[src/rtl/player_laser.sv]
`default_nettype none
// ==========================================================================================
// player_laser : four-slot player laser pool with fire detect, cooldown, hit and top-exit
// clearing. Optional macro LASER_AUTOFIRE_EN makes a held fire key refire.      Rev 1.0
// ==========================================================================================
module player_laser #(
  parameter int LASER_SPEED = 6,
  parameter int COOLDOWN    = 8,
  parameter int LASER_W     = 4,
  parameter int LASER_H     = 12,
  parameter int SHIP_W      = 30
) (
  input  logic       frame_clk,
  input  logic       Reset_n,
  input  logic       fire,
  input  logic [9:0] PSX,
  input  logic [9:0] PSY,
  input  logic       h1,
  input  logic       h2,
  input  logic       h3,
  input  logic       h4,
  output logic [9:0] PX1,
  output logic [9:0] PX2,
  output logic [9:0] PX3,
  output logic [9:0] PX4,
  output logic [9:0] PY1,
  output logic [9:0] PY2,
  output logic [9:0] PY3,
  output logic [9:0] PY4,
  output logic       PL1,
  output logic       PL2,
  output logic       PL3,
  output logic       PL4,
  output logic [9:0] laser_width,
  output logic [9:0] laser_height,
  output logic [7:0] shot_count
);

  localparam int              CD_W      = (COOLDOWN < 2) ? 1 : $clog2(COOLDOWN + 1);
  localparam logic [CD_W-1:0] CD_LOAD   = CD_W'(COOLDOWN);
  localparam logic [CD_W-1:0] CD_ONE    = CD_W'(1);
  localparam logic [9:0]      SPEED_C   = 10'(LASER_SPEED);
  localparam logic [9:0]      LASER_W_C = 10'(LASER_W);
  localparam logic [9:0]      LASER_H_C = 10'(LASER_H);
  localparam logic [9:0]      X_OFF_C   = 10'((SHIP_W - LASER_W) / 2);

  logic [3:0]      pl_q, pl_d;
  logic [9:0]      px_q [4];
  logic [9:0]      px_d [4];
  logic [9:0]      py_q [4];
  logic [9:0]      py_d [4];
  logic [CD_W-1:0] cd_q, cd_d;
  logic            fire_q, fire_d;
  logic            armed_q, armed_d;
  logic [7:0]      shot_q, shot_d;

  logic [3:0]      hit;
  logic [3:0]      spawn_sel;
  logic            found;
  logic            req;
  logic            cd_ready;
  logic            spawn;

  assign hit = {h4, h3, h2, h1};

  always_comb begin
    fire_d  = fire;
    // The first edge after reset only samples fire, so a key held through reset is not a press.
    armed_d = 1'b1;
`ifdef LASER_AUTOFIRE_EN
    req = armed_q & fire;
`else
    req = armed_q & fire & ~fire_q;
`endif
    // Counter reaches zero on this edge: shots are spaced exactly COOLDOWN frames apart.
    cd_ready = (cd_q <= CD_ONE);

    spawn_sel = '0;
    found     = 1'b0;
    for (int i = 0; i < 4; i++) begin
      if (!pl_q[i] && !found) begin
        spawn_sel[i] = 1'b1;
        found        = 1'b1;
      end
    end
    spawn = req & cd_ready & (PSY >= LASER_H_C) & found;

    for (int i = 0; i < 4; i++) begin
      pl_d[i] = pl_q[i];
      px_d[i] = px_q[i];
      py_d[i] = py_q[i];
      if (pl_q[i]) begin
        if (hit[i] || (py_q[i] < SPEED_C)) begin
          pl_d[i] = 1'b0;
          px_d[i] = '0;
          py_d[i] = '0;
        end else begin
          py_d[i] = py_q[i] - SPEED_C;
        end
      end else if (spawn && spawn_sel[i]) begin
        pl_d[i] = 1'b1;
        px_d[i] = PSX + X_OFF_C;
        py_d[i] = PSY - LASER_H_C;
      end
    end

    if (spawn) begin
      cd_d = CD_LOAD;
    end else if (cd_q != '0) begin
      cd_d = cd_q - CD_ONE;
    end else begin
      cd_d = cd_q;
    end
    shot_d = shot_q + {7'd0, spawn};
  end

  always_ff @(posedge frame_clk or negedge Reset_n) begin
    if (!Reset_n) begin
      pl_q    <= '0;
      cd_q    <= '0;
      fire_q  <= 1'b0;
      armed_q <= 1'b0;
      shot_q  <= '0;
      for (int i = 0; i < 4; i++) begin
        px_q[i] <= '0;
        py_q[i] <= '0;
      end
    end else begin
      pl_q    <= pl_d;
      cd_q    <= cd_d;
      fire_q  <= fire_d;
      armed_q <= armed_d;
      shot_q  <= shot_d;
      for (int i = 0; i < 4; i++) begin
        px_q[i] <= px_d[i];
        py_q[i] <= py_d[i];
      end
    end
  end

  assign PX1 = px_q[0];
  assign PX2 = px_q[1];
  assign PX3 = px_q[2];
  assign PX4 = px_q[3];
  assign PY1 = py_q[0];
  assign PY2 = py_q[1];
  assign PY3 = py_q[2];
  assign PY4 = py_q[3];
  assign PL1 = pl_q[0];
  assign PL2 = pl_q[1];
  assign PL3 = pl_q[2];
  assign PL4 = pl_q[3];

  assign laser_width  = LASER_W_C;
  assign laser_height = LASER_H_C;
  assign shot_count   = shot_q;

endmodule
`default_nettype wire

[config.mk]
export PLATFORM = sky130hd
export DESIGN_NAME = player_laser
export DESIGN_NICKNAME = d
export VERILOG_FILES = /design/src/rtl/player_laser.sv
export SDC_FILE = /design/constraint.sdc
export NUM_CORES = 1
export LEC_CHECK = 0
export BUFFER_PORTS_ARGS = -buffer_cell sky130_fd_sc_hd__buf_4
export CORE_MARGIN = 1.5
export CORE_UTILIZATION = 40
export DETAILED_ROUTE_END_ITERATION = 7
export PLACE_DENSITY = 0.72
export SLEW_MARGIN = 20
export SYNTH_ARGS = -nofsm -noshare
export SYNTH_HDL_FRONTEND = slang
export SYNTH_SLANG_ARGS = --single-unit
[constraint.sdc]
create_clock -name frame_clk -period 3.1 [get_ports frame_clk]
set_input_delay 0.155 -clock frame_clk [delete_from_list [all_inputs] [get_ports frame_clk]]
set_output_delay 0.155 -clock frame_clk [all_outputs]
set_load 0.01 [all_outputs]
Word level (Yosys, flattened, before mapping):

Cells that the tools add are included.

* logic and storage cells: 108
* register bits after elaboration: 98
* input bits: 27
* output and inout bits: 112

* bitwise operators: 6
* eq/ne operators: 4
* multiplexer cells: 45
* reduce and logical (&&, ||, !) cells: 26
* order comparisons: 6
* add/sub/neg operators: 8

Operator list (count)
* 2-to-1 mux 10 bit: 24
* < comparator 10 x 3 -> 1 bit, second input constant: 4
* subtractor 10 x 3 -> 10 bit, second input constant: 4
* 2-to-1 mux 1 bit: 19
* adder 10 x 4 -> 10 bit, second input constant: 1
* >= comparator 10 x 4 -> 1 bit, second input constant: 1
* nonzero test 2 bit: 5
* subtractor 10 x 4 -> 10 bit, second input constant: 1
* adder 8 x 1 -> 8 bit: 1
* 2-to-1 mux 4 bit: 2
* inequality test 2 x 1 -> 1 bit, second input constant: 4
* AND reduction 2 bit: 4
* logical AND 1 bit: 7
* bitwise AND 1 bit: 5
* zero test 1 bit: 5
* <= comparator 4 x 1 -> 1 bit, second input constant: 1
* logical OR 1 bit: 4
* nonzero test 4 bit: 1
* subtractor 4 x 1 -> 4 bit, second input constant: 1
* NOT 1 bit: 1

Logic depth before layout (Yosys ltp):

* depth after elaboration: 13
* gate-level depth with buffers: 11
* gate-level depth less buffers: 11

Worst setup path before layout:

No wires, ideal clock.

* kind: register -> register
* from: register cd_q[0]
* to: register shot_q[7] (netlist: shot_count[7])
* arrival: 2483 ps
* path slack: 492 ps
* required time: 2976 ps
* library setup time: 124 ps
* stages on the path, launching flop included: 12
* path buffers: 0
* clock period less this slack: 2608 ps
* cell sequence: dfrtp_1 inv_1 ha_1 o21bai_1 nor4_4 nand2_1 a21oi_1 ha_1 and3_1 nand3_1 or2_2 xnor2_1

* longest elaborated chain between the ends: 5

RTL lines
* from (decl): line 52 `logic [CD_W-1:0] cd_q, cd_d;`
* from (signal assigned): line 120 `cd_q <= '0;`
* from (signal assigned): line 130 `cd_q <= cd_d;`
* <= comparator 4 x 1 -> 1 bit: line 76 `cd_ready = (cd_q <= CD_ONE);`
* bitwise AND 1 bit (3 in series): line 86 `spawn = req & cd_ready & (PSY >= LASER_H_C) & found;`
* adder 8 x 1 -> 8 bit: line 114 `shot_d = shot_q + {7'd0, spawn};`
* via shot_d[7]: line 55 `logic [7:0] shot_q, shot_d;`
* to (signal assigned): line 133 `shot_q <= shot_d;`
* to (decl): line 55

The timed path passes the listed nets, and every way through them passes these cells.
A chain may end at the register's enable or synchronous reset.

Final worst setup path:

Ends and elaborated chain as after synthesis.

==> impl_metrics.json <==
{
  "routed_wirelength_um": 14200,
  "clock-sinks": 98,
  "grt_pass1_vias": 4225,
  "hold_path_depth": 2,
  "crit_chain": "inv_1 > ha_1 > o21bai_1 > nor4_4 > nand2_1 > a21oi_1 > ha_1 > and3_1 > nand3_1 > or2_2 > xnor2_1",
  "path_common_cell": "ha_1",
  "die_h_um": 117,
  "vias": 4457,
  "place_inst": 776,
  "reg2reg_depth": 11,
  "n_fill_cell": 1154,
  "synth_top_cell_by_area": "dfrtp_1",
  "portBuffers": 118,
  "nets": 655,
  "cp.required_ns": 3.33,
  "numCtsBuffers": 9,
  "final_layout_size_suffix_gt1_share_pct": 26.5,
  "slowest_delay_ns": 0.41,
  "synth_top_area_share_pct": 47.4,
  "coreArea_um2": 12600,
  "slew_viol_final": 0,
  "seqCellArea_um2": 2450,
  "ys_top_cells_by_count": "dfrtp_1 (98), nand2_1 (32), o21ai_0 (32)",
  "grt_max_degree": 58,
  "ctsHtreeMaxLevel": 3,
  "multiInputGateArea_um2": 2480,
  "tns_ns": 0,
  "synth_area_per_cell_um2": 10.4,
  "worst_ir_drop_vdd_mv": 0.361,
  "gr-total-overflow": 0,
  "ys_async_sr_fraction_pct": 100,
  "drt_iter0_markers": 325,
  "clk_pin_slew_ns": 0.07,
  "final-setup-viol-count": 0,
  "globalplace.congestion": 0.863,
  "skew_ns": 0.00727,
  "cp_slowest_cell": "dfrtp_1",
  "synthCells": 497,
  "hold_path.class": "in -> reg",
  "initial_utilization_pct": 41.0,
  "cts_tree": "done",
  "yosysWarnings": 0,
  "antenna_found_initial": 0,
  "powerDensity_nw_per_um2": 675,
  "fin_crit_ns": 2.67,
  "finalCritPeriodShare_pct": 86.0,
  "die_area_um2": 13600,
  "grt_pass1_wl_um": 22100,
  "hold_violations": 0,
  "final_cells": 794,
  "die_w_um": 117,
  "rows": 41,
  "fmax_mhz": 375,
  "cts_root_buf": "clkbuf_16",
  "wl_per_cell_um": 17.9,
  "drc": 0,
  "hpwl_um": 10500,
  "outcome": "completed",
  "synth_cell_types": 68,
  "cts_resized": 0,
  "worst-path-max-fanout": 5,
  "ys_seq_elements": 98,
  "grt_use_total_pct": 21.3,
  "arrival_ns": 2.90,
  "seq_area_frac_synth_pct": 47.4,
  "routed_via_density": 5.61,
  "first_pass_iters": 5,
  "clk_path_buf_depth": 2,
  "synth.cell_area_um2": 5180,
  "yosysMostFrequentCell": "dfrtp_1",
  "synth_edf_count": 0,
  "cp-end-kind": "flop",
  "antenna_cells": 0,
  "ios": 139,
  "drv_cap": 0,
  "clkLatencyLatePin_ns": 0.35,
  "worstMarginPinSlew_ns": 0.729,
  "synthFlopType": "dfrtp_1",
  "antenna_left": 0,
  "start_kind": "flop",
  "area_delta_synth_final_pct": 25.7,
  "yosys-top-cells-area": "dfrtp_1 (47%), o2bb2ai_1 (3.7%), buf_4 (3.5%), a22o_1 (3.2%), o21ai_0 (3.1%)",
  "p_leak_uw": 0.00310,
  "rsz0062_at_grt": "false",
  "slew_headroom_pct": 51.0,
  "crit_type": "reg -> reg"
}
==> layout by cell type (no fill, tap or decap), drive strengths merged, types with 5 or more instances in the layout <==
cell | Yosys | routed
buf | 32 | 130
dfrtp | 98 | 98
o21ai | 41 | 41
nand2 | 32 | 32
nor2 | 31 | 31
o2bb2ai | 22 | 22
conb | 2 | 21
a22o | 19 | 19
xnor2 | 17 | 17
a21oi | 16 | 16
nor3 | 14 | 14
inv | 12 | 14
mux2i | 12 | 12
nor4 | 12 | 12
ha | 11 | 11
clkbuf | 10 | 11
xor2 | 9 | 9
o22ai | 9 | 9
or4 | 8 | 8
nand3 | 6 | 6
nand2b | 6 | 6
or3 | 5 | 5
==> layout make-up <==
| cell class | instances | area share (%) |
|---|---|---|
| Multi-Input combinational cell | 363 | 38.1 |
| Sequential cell | 98 | 37.7 |
| Timing Repair Buffer | 132 | 15.3 |
| Clock buffer | 11 | 3.58 |
| Tap cell | 172 | 3.31 |
| Clock inverter | 5 | 1.31 |
| Inverter | 13 | 0.750 |
==> flip-flops by register name (all words and copies together), names as in the netlist, 4 cells and up <==
register / cells
PX2: 10
shot_count: 8
cd_q: 4
pl_q: 4
PY2: 10
PX1: 10
PY1: 10
PX3: 10
PX4: 10
PY4: 10
PY3: 10
==> power by group <==
| part | internal [uW] | switching [uW] | leakage [uW] | total [uW] |
|---|---|---|---|---|
| Clock | 714 | 491 | 0.000151 | 1200 |
| Combinational | 698 | 681 | 0.00164 | 1380 |
| Sequential | 1520 | 292 | 0.00130 | 1810 |
| Total | 2930 | 1460 | 0.00310 | 4390 |
==> metrics by stage <==
step	area, um^2	utilization, %	power, uW	hold WS [ns]	setup slack (ns)
global placement	6170	48.9	3150	0.248	0.583
floorplan	5250	-	2580	-0.141	0.492
detailed placement	6170	48.9	3190	0.258	0.471
CTS	6510	51.6	4400	0.0559	0.448
global route	6510	51.6	4620	0.0625	0.233
finish	6510	51.6	4390	0.0554	0.435
==> cell families after synthesis <==
group                      Yosys count  share of synthesized area [%]
AOI/OAI and AO/OA                  154                           21.7
and+or+nand+nor                    135                           14.4
DFF                                 98                           47.4
buffers and inverters               55                           6.16
xor gates and xnor gates            26                           4.40
muxes                               16                           3.19
adders and majority gates           11                           2.66
other                                2                          0.145
==> worst max-delay path: cells and delay by family, from the launching register on <==
family                   cells  cell delay (ns)
buffers and inverters        1             0.10
adder cells (fa/ha/maj)      2             0.49
AND/OR/NAND/NOR              5             0.90
AO/OA/AOI/OAI                2             0.51
flip-flops                   1             0.41
XOR/XNOR                     1             0.13
==> path summary, 6_finish.rpt <==
check | start | end | slack, ns
setup / recovery | cd_q[0] | shot_count[7] | 0.43
hold / removal | PSX[0] | PX2[0] | 0.06
setup reg to reg | cd_q[0] | shot_count[7] | 0.43
hold reg to reg | PX2[8] | PX2[8] | 0.50
max in group asynchronous | Reset_n | PY1[2] | 1.90
min in group asynchronous | Reset_n | PY2[4] | 0.41
==> what timing repair did <==
action	in CTS	in global routing
hold buffers	2	0
buffers inserted	0	0
hold endpoints to repair	56	0
==> metal layers <==
layer	up-vias	track usage (%)	share of wire [%]
li1	2059	-	-
met1	2193	29.0	44
met2	173	33.6	48
met3	32	3.81	6.2
met4	0	9.16	2.7
met5	-	0	0
(Power assumes the default switching activity.)
